<file path="config.mk">
export PLATFORM = sky130hd
export DESIGN_NAME = rom_arbiter
export DESIGN_NICKNAME = d
export VERILOG_FILES = /design/src/rtl/rom_arbiter_pkg.sv /design/src/rtl/rom_port_ctl.sv /design/src/rtl/rom_arbiter.sv
export SDC_FILE = /design/constraint.sdc
export NUM_CORES = 1
export LEC_CHECK = 0
export BUFFER_PORTS_ARGS = -buffer_cell sky130_fd_sc_hd__buf_2
export CAP_MARGIN = 20
export CORE_MARGIN = 8
export CORE_UTILIZATION = 46
export CTS_CLUSTER_DIAMETER = 120
export CTS_CLUSTER_SIZE = 14
export DETAILED_ROUTE_END_ITERATION = 10
export GPL_ROUTABILITY_DRIVEN = 0
export GPL_TIMING_DRIVEN = 0
export PLACE_DENSITY_LB_ADDON = 0.08
export SLEW_MARGIN = 20
export SYNTH_ARGS = -nofsm -noshare
export SYNTH_HDL_FRONTEND = slang
export SYNTH_SLANG_ARGS = --single-unit
</file>
<file path="constraint.sdc">
create_clock -name clk -period 1.78 [get_ports clk]
set_input_delay 0.178 -clock clk [delete_from_list [all_inputs] [get_ports clk]]
set_output_delay 0.178 -clock clk [all_outputs]
set_load 0.02 [all_outputs]
</file>
<file path="src/rtl/rom_arbiter_pkg.sv">
`default_nettype none
// ============================================================================
// rom_arbiter_pkg : shared FSM encoding, requester IDs and ROM memory map
// Revision 1.0
// ============================================================================
package rom_arbiter_pkg;

    typedef enum logic [0:0] {
        ST_IDLE = 1'b0,
        ST_BUSY = 1'b1
    } arb_state_t;

    localparam logic REQ_P = 1'b0;
    localparam logic REQ_S = 1'b1;

    localparam logic [23:0] MAIN_ROM_END = 24'h07FFFF;
    localparam logic [23:0] SND_ROM_END  = 24'h01FFFF;
    localparam logic [23:0] SND_BASE_DEF = 24'h080000;

endpackage
`default_nettype wire

</file>
<file path="src/rtl/rom_port_ctl.sv">
`default_nettype none
// ============================================================================
// rom_port_ctl : per-CPU done flag, DTACK, read-data register and abort tracking
// Revision 1.0
// ============================================================================
module rom_port_ctl (
    input  logic        clk,
    input  logic        reset_n,
    input  logic        rom_cs,
    input  logic        as_n,
    input  logic        grant,
    input  logic        ack,
    input  logic [15:0] rom_data,
    output logic        pend,
    output logic [15:0] dout,
    output logic        dtack_n
);

    logic        done_q, done_d;
    logic        inflight_q, inflight_d;
    logic        abort_q, abort_d;
    logic        dtack_n_q, dtack_n_d;
    logic [15:0] dout_q, dout_d;

    assign pend    = rom_cs & ~as_n & ~done_q & ~inflight_q;
    assign dout    = dout_q;
    assign dtack_n = dtack_n_q;

    always_comb begin
        done_d     = done_q;
        inflight_d = inflight_q;
        abort_d    = abort_q;
        dtack_n_d  = dtack_n_q;
        dout_d     = dout_q;

        if (as_n) begin
            dtack_n_d = 1'b1;
            done_d    = 1'b0;
        end
        // A strobe that ends while the read is outstanding poisons the result
        if (inflight_q && as_n) begin
            abort_d = 1'b1;
        end
        if (grant) begin
            inflight_d = 1'b1;
            abort_d    = 1'b0;
        end
        if (ack) begin
            inflight_d = 1'b0;
            abort_d    = 1'b0;
            if (!abort_q && !as_n) begin
                dout_d    = rom_data;
                dtack_n_d = 1'b0;
                done_d    = 1'b1;
            end
        end
    end

    always_ff @(posedge clk or negedge reset_n) begin
        if (!reset_n) begin
            done_q     <= 1'b0;
            inflight_q <= 1'b0;
            abort_q    <= 1'b0;
            dtack_n_q  <= 1'b1;
            dout_q     <= 16'h0000;
        end else begin
            done_q     <= done_d;
            inflight_q <= inflight_d;
            abort_q    <= abort_d;
            dtack_n_q  <= dtack_n_d;
            dout_q     <= dout_d;
        end
    end

endmodule
`default_nettype wire

</file>
<file path="src/rtl/rom_arbiter.sv">
`default_nettype none
// ============================================================================
// rom_arbiter : alternating share of one SDRAM ROM read port between two 68000s
// Revision 1.0
// ============================================================================
module rom_arbiter
    import rom_arbiter_pkg::*;
#(
    parameter logic [23:0] SND_BASE = SND_BASE_DEF,
    parameter int          ADDR_W   = 24
) (
    input  logic              clk,
    input  logic              reset_n,
    input  logic              p_rom_cs,
    input  logic              p_as_n,
    input  logic [ADDR_W-1:0] p_a,
    output logic [15:0]       p_dout,
    output logic              p_dtack_n,
    input  logic              s_rom_cs,
    input  logic              s_as_n,
    input  logic [ADDR_W-1:0] s_a,
    output logic [15:0]       s_dout,
    output logic              s_dtack_n,
    output logic              rom_req,
    output logic [ADDR_W-1:0] rom_addr,
    input  logic              rom_ack,
    input  logic [15:0]       rom_data
);

    logic              p_cs_q, p_as_n_q, s_cs_q, s_as_n_q;
    logic [ADDR_W-1:1] p_a_q, s_a_q;
    logic              unused_addr_lsb;

    arb_state_t        state_q, state_d;
    logic              last_q, last_d;
    logic              owner_q, owner_d;
    logic              rom_req_q, rom_req_d;
    logic [ADDR_W-1:0] rom_addr_q, rom_addr_d;

    logic              p_pend, s_pend, p_grant, s_grant, p_ack, s_ack;
    logic [ADDR_W-1:1] snd_word_addr;

    assign unused_addr_lsb = p_a[0] ^ s_a[0];

    // Pending decisions use registered copies of the asynchronous CPU bus
    always_ff @(posedge clk or negedge reset_n) begin
        if (!reset_n) begin
            p_cs_q   <= 1'b0;
            p_as_n_q <= 1'b1;
            p_a_q    <= '0;
            s_cs_q   <= 1'b0;
            s_as_n_q <= 1'b1;
            s_a_q    <= '0;
        end else begin
            p_cs_q   <= p_rom_cs;
            p_as_n_q <= p_as_n;
            p_a_q    <= p_a[ADDR_W-1:1];
            s_cs_q   <= s_rom_cs;
            s_as_n_q <= s_as_n;
            s_a_q    <= s_a[ADDR_W-1:1];
        end
    end

    assign snd_word_addr = s_a_q + SND_BASE[ADDR_W-1:1];

    always_comb begin
        state_d    = state_q;
        last_d     = last_q;
        owner_d    = owner_q;
        rom_req_d  = rom_req_q;
        rom_addr_d = rom_addr_q;
        p_grant    = 1'b0;
        s_grant    = 1'b0;

        case (state_q)
            ST_IDLE: begin
                if (p_pend && (!s_pend || last_q == REQ_S)) begin
                    p_grant    = 1'b1;
                    owner_d    = REQ_P;
                    last_d     = REQ_P;
                    rom_req_d  = 1'b1;
                    rom_addr_d = {p_a_q, 1'b0};
                    state_d    = ST_BUSY;
                end else if (s_pend) begin
                    s_grant    = 1'b1;
                    owner_d    = REQ_S;
                    last_d     = REQ_S;
                    rom_req_d  = 1'b1;
                    rom_addr_d = {snd_word_addr, 1'b0};
                    state_d    = ST_BUSY;
                end
            end
            ST_BUSY: begin
                if (rom_ack) begin
                    rom_req_d = 1'b0;
                    state_d   = ST_IDLE;
                end
            end
            default: state_d = ST_IDLE;
        endcase
    end

    // Acks outside BUSY are stray and must not reach either port
    assign p_ack = (state_q == ST_BUSY) && rom_ack && (owner_q == REQ_P);
    assign s_ack = (state_q == ST_BUSY) && rom_ack && (owner_q == REQ_S);

    always_ff @(posedge clk or negedge reset_n) begin
        if (!reset_n) begin
            state_q    <= ST_IDLE;
            last_q     <= REQ_S;
            owner_q    <= REQ_P;
            rom_req_q  <= 1'b0;
            rom_addr_q <= '0;
        end else begin
            state_q    <= state_d;
            last_q     <= last_d;
            owner_q    <= owner_d;
            rom_req_q  <= rom_req_d;
            rom_addr_q <= rom_addr_d;
        end
    end

    assign rom_req  = rom_req_q;
    assign rom_addr = rom_addr_q;

    rom_port_ctl u_port_p (
        .clk      (clk),
        .reset_n  (reset_n),
        .rom_cs   (p_cs_q),
        .as_n     (p_as_n_q),
        .grant    (p_grant),
        .ack      (p_ack),
        .rom_data (rom_data),
        .pend     (p_pend),
        .dout     (p_dout),
        .dtack_n  (p_dtack_n)
    );

    rom_port_ctl u_port_s (
        .clk      (clk),
        .reset_n  (reset_n),
        .rom_cs   (s_cs_q),
        .as_n     (s_as_n_q),
        .grant    (s_grant),
        .ack      (s_ack),
        .rom_data (rom_data),
        .pend     (s_pend),
        .dout     (s_dout),
        .dtack_n  (s_dtack_n)
    );

endmodule
`default_nettype wire

</file>
==> run metrics <==
result of the run=finished with violations; violated checks=setup timing; routed len/inst=16.3 um; gr ovfl total=0; r2r endpoint=rom_addr[14]; violation count after the first detailed-routing iteration=76; worst clock skew on the final layout=11.3 ps; Sw Share=0.338; total count of hold-check failures in the final report=0; Sw Pwr=3.64 mW; Synth top cells by count=112 x dfrtp_1, 30 x mux2_2, 28 x a21oi_1; class of the tightest hold or removal check=in -> async; global-route wire length before repair=16,900 um; dominant cells by area after synthesis=dfrtp_1 66%, mux2_2 8.0%, a21oi_1 3.3%; Die Area=12,500 sq um; hpwl dp=6350 um; Syn Std Cell Area=4220 sq um; count of warnings emitted by yosys=0; DRC violations left=0; share of the clock period used by the worst path=1.02; buffers and inverters on the worst path=1; clock tree root buffer cell=clkbuf_8; initial antenna violation count=0; overall die height=112 um; CP Launch Type=register; logic depth of the worst register-to-register path=5; CP delay by family, top=simple AND/OR/NAND/NOR gates; Net Count, Synth=369; fraction of final layout cells sized beyond drive strength 1=0.505; fill cell total of the finished layout=614; category of the worst setup path capture point=register; max_slew headroom=0.652; Max-cap violations=0; setup TNS after final layout=-110 ps; largest area contributor in the netlist=dfrtp_1; Worst-path clk slew=60 ps; via count of the first global-routing pass=3,473; Seq cells post-synth=117; die width=112 um; crit path setup slack, layout=-28.6 ps; total core area=9060 sq um; setup repair after global routing missed its margin=true; peak fanout along the critical path=8; largest incremental delay on the critical path=620 ps; number of buffers between clock root and the deepest sink=2; H-tree levels=4; share of total power in the clock network=0.308; worst slack, placed=-203 ps; Crit Path Category=reg -> reg; number of buffers added by the clock tree synthesis step=17; Boundary Pins=130; total clock sinks=117; Area growth syn-to-layout=56.5%; sequential-to-total area share from yosys stat=0.695; Post-Syn Area per Cell=14.2 sq um; count of unique library cells instantiated by Yosys=34; TritonCTS clock tree=built; most common flop cell mapped by yosys=dfrtp_1; Worst Path Arrival=2200 ps; maximum vdd drop=0.828 mV; combined global-route utilization of all metal layers=0.170; pin count of the biggest net entering global routing=75; area share of the largest cell type after synthesis=0.664; static leakage=3.10 nW; Vias=3,088; minimum setup slack among reg-to-reg paths=-30 ps; Cell Pwr Density=1630 nW/um^2; beginning of the worst register-to-register path=s_as_n_q; standard-cell row count=35; share of synthesized flip-flops with an asynchronous set or reset=1.00; number of flops mapped to enable cells by yosys=0; relative contribution of combinational cells to total power=0.332; antenna-violating nets left=0; Internal Pwr Total=7.14 mW; Achievable Freq=0.553 GHz; number of port buffers=126; worst path required time=2170 ps; cell chain of the critical path=or4b_4, o21a_4, clkbuf_16, a21oi_2, a21oi_1; initial cell density of the core=0.466; Cells after Synth=297; hold slack=159 ps; via density per instance=4.81; Total Routed Length=10,400 um; clk_lat worst skew=510 ps; Slew Limit Fails=0; min cycle time layout=1810 ps; number of antenna cells inserted=0; slowest stage cell on the critical path=or4b_4; most frequent cell after synthesis=dfrtp_1; number of endpoints failing setup at the final stage=10; Worst Tran Pin Value=519 ps; number of gates on the worst path with buffers counted=5; 1st-pass router iterations=6; NumNets Final=591; sequential power share=0.360
## layout make-up
cell class / instances / area [sq um] / area share
Clock inverter: 12 / 155 / 0.0235
Inverter: 3 / 11.3 / 0.00170
Timing Repair Buffer: 204 / 1460 / 0.221
Sequential cell: 117 / 2940 / 0.444
Tap cell: 111 / 139 / 0.0210
Buffer: 13 / 146 / 0.0221
Clock buffer: 19 / 432 / 0.0653
Multi-Input combinational cell: 163 / 1330 / 0.202
## how the worst max path moves through the flow
stage                   startpoint                end  slack (ps)
2_1_floorplan  u_port_s.inflight_q        rom_addr[5]          70
3_3_place_gp               reset_n       rom_addr[11]        -840
3_5_place_dp               state_q  u_port_p.dout[14]        -200
4_1_cts        u_port_p.inflight_q        rom_addr[9]           3
5_1_grt                   s_as_n_q       rom_addr[16]         -70
6_report                  s_as_n_q       rom_addr[14]         -30
## registers in the layout (all words and copies together) (netlist names), 16 cells and up
name           count
rom_addr          23
u_port_s.dout     16
s_a_q             23
u_port_p.dout     16
p_a_q             23
## logic make-up after synthesis
kind of cell	count (synthesis)	share of synthesized area
DFF	117	0.695
AOI/OAI and AO/OA	65	0.106
and+or+nand+nor	61	0.0699
muxes	32	0.0853
buffers and inverters	17	0.0341
xor gates and xnor gates	3	0.00622
adders and majority gates	1	0.00296
other	1	0.000888
## through the flow
| stage | utilization | instance area, sq um | instances | power [mW] |
|---|---|---|---|---|
| global route | 0.729 | 6610 | 642 | 11.4 |
| CTS | 0.695 | 6300 | 634 | 10.5 |
| floorplan | - | 4220 | 297 | 5.88 |
| global placement | 0.551 | 4990 | 534 | 6.92 |
| detailed placement | 0.555 | 5030 | 535 | 7.03 |
| finish | 0.729 | 6610 | 642 | 10.8 |
## power by group through the flow
| stage | logic [mW] | clock network, mW | registers [mW] |
|---|---|---|---|
| 2_1_floorplan | 1.24 | 0 | 4.64 |
| 3_3_place_gp | 3.05 | 0 | 3.87 |
| 3_5_place_dp | 3.12 | 0 | 3.91 |
| 4_1_cts | 3.25 | 3.39 | 3.87 |
| 5_1_grt | 3.87 | 3.52 | 3.99 |
| 6_report | 3.58 | 3.32 | 3.88 |
## timing repair
item | 4_1_cts | 5_1_grt
endpoints found under the hold margin | 126 | 0
gates resized for setup | 3 | 57
pin swaps | 1 | 33
hold buffers | 68 | 0
setup buffers | 1 | 4
cloned | 0 | 4
setup endpoints to repair | 33 | 24
## layer usage
metal  GRT usage  vias to the layer above  wire length, um
met1       0.187                     1495             4130
met2       0.285                      110             5340
met5           0                        -                0
met4      0.0693                        0              197
li1            -                     1463                -
met3      0.0682                       20              767
## layout by cell type, fill, tap and decap left out, types with 4 or more instances in the layout
cell,synthesis,layout
nor2_1,27,23
a21o_1,4,4
dfrtp_1,112,111
o21ai_0,6,4
buf_2,1,126
mux2_2,30,30
nand2_2,0,6
buf_6,8,11
a21oi_2,15,23
a21oi_1,28,12
a21oi_4,1,9
dlygate4sd3_1,0,68
nand2_1,24,16
clkbuf_16,0,18
buf_4,5,7
dfstp_2,5,5
Power figures use the tool's default switching activity.
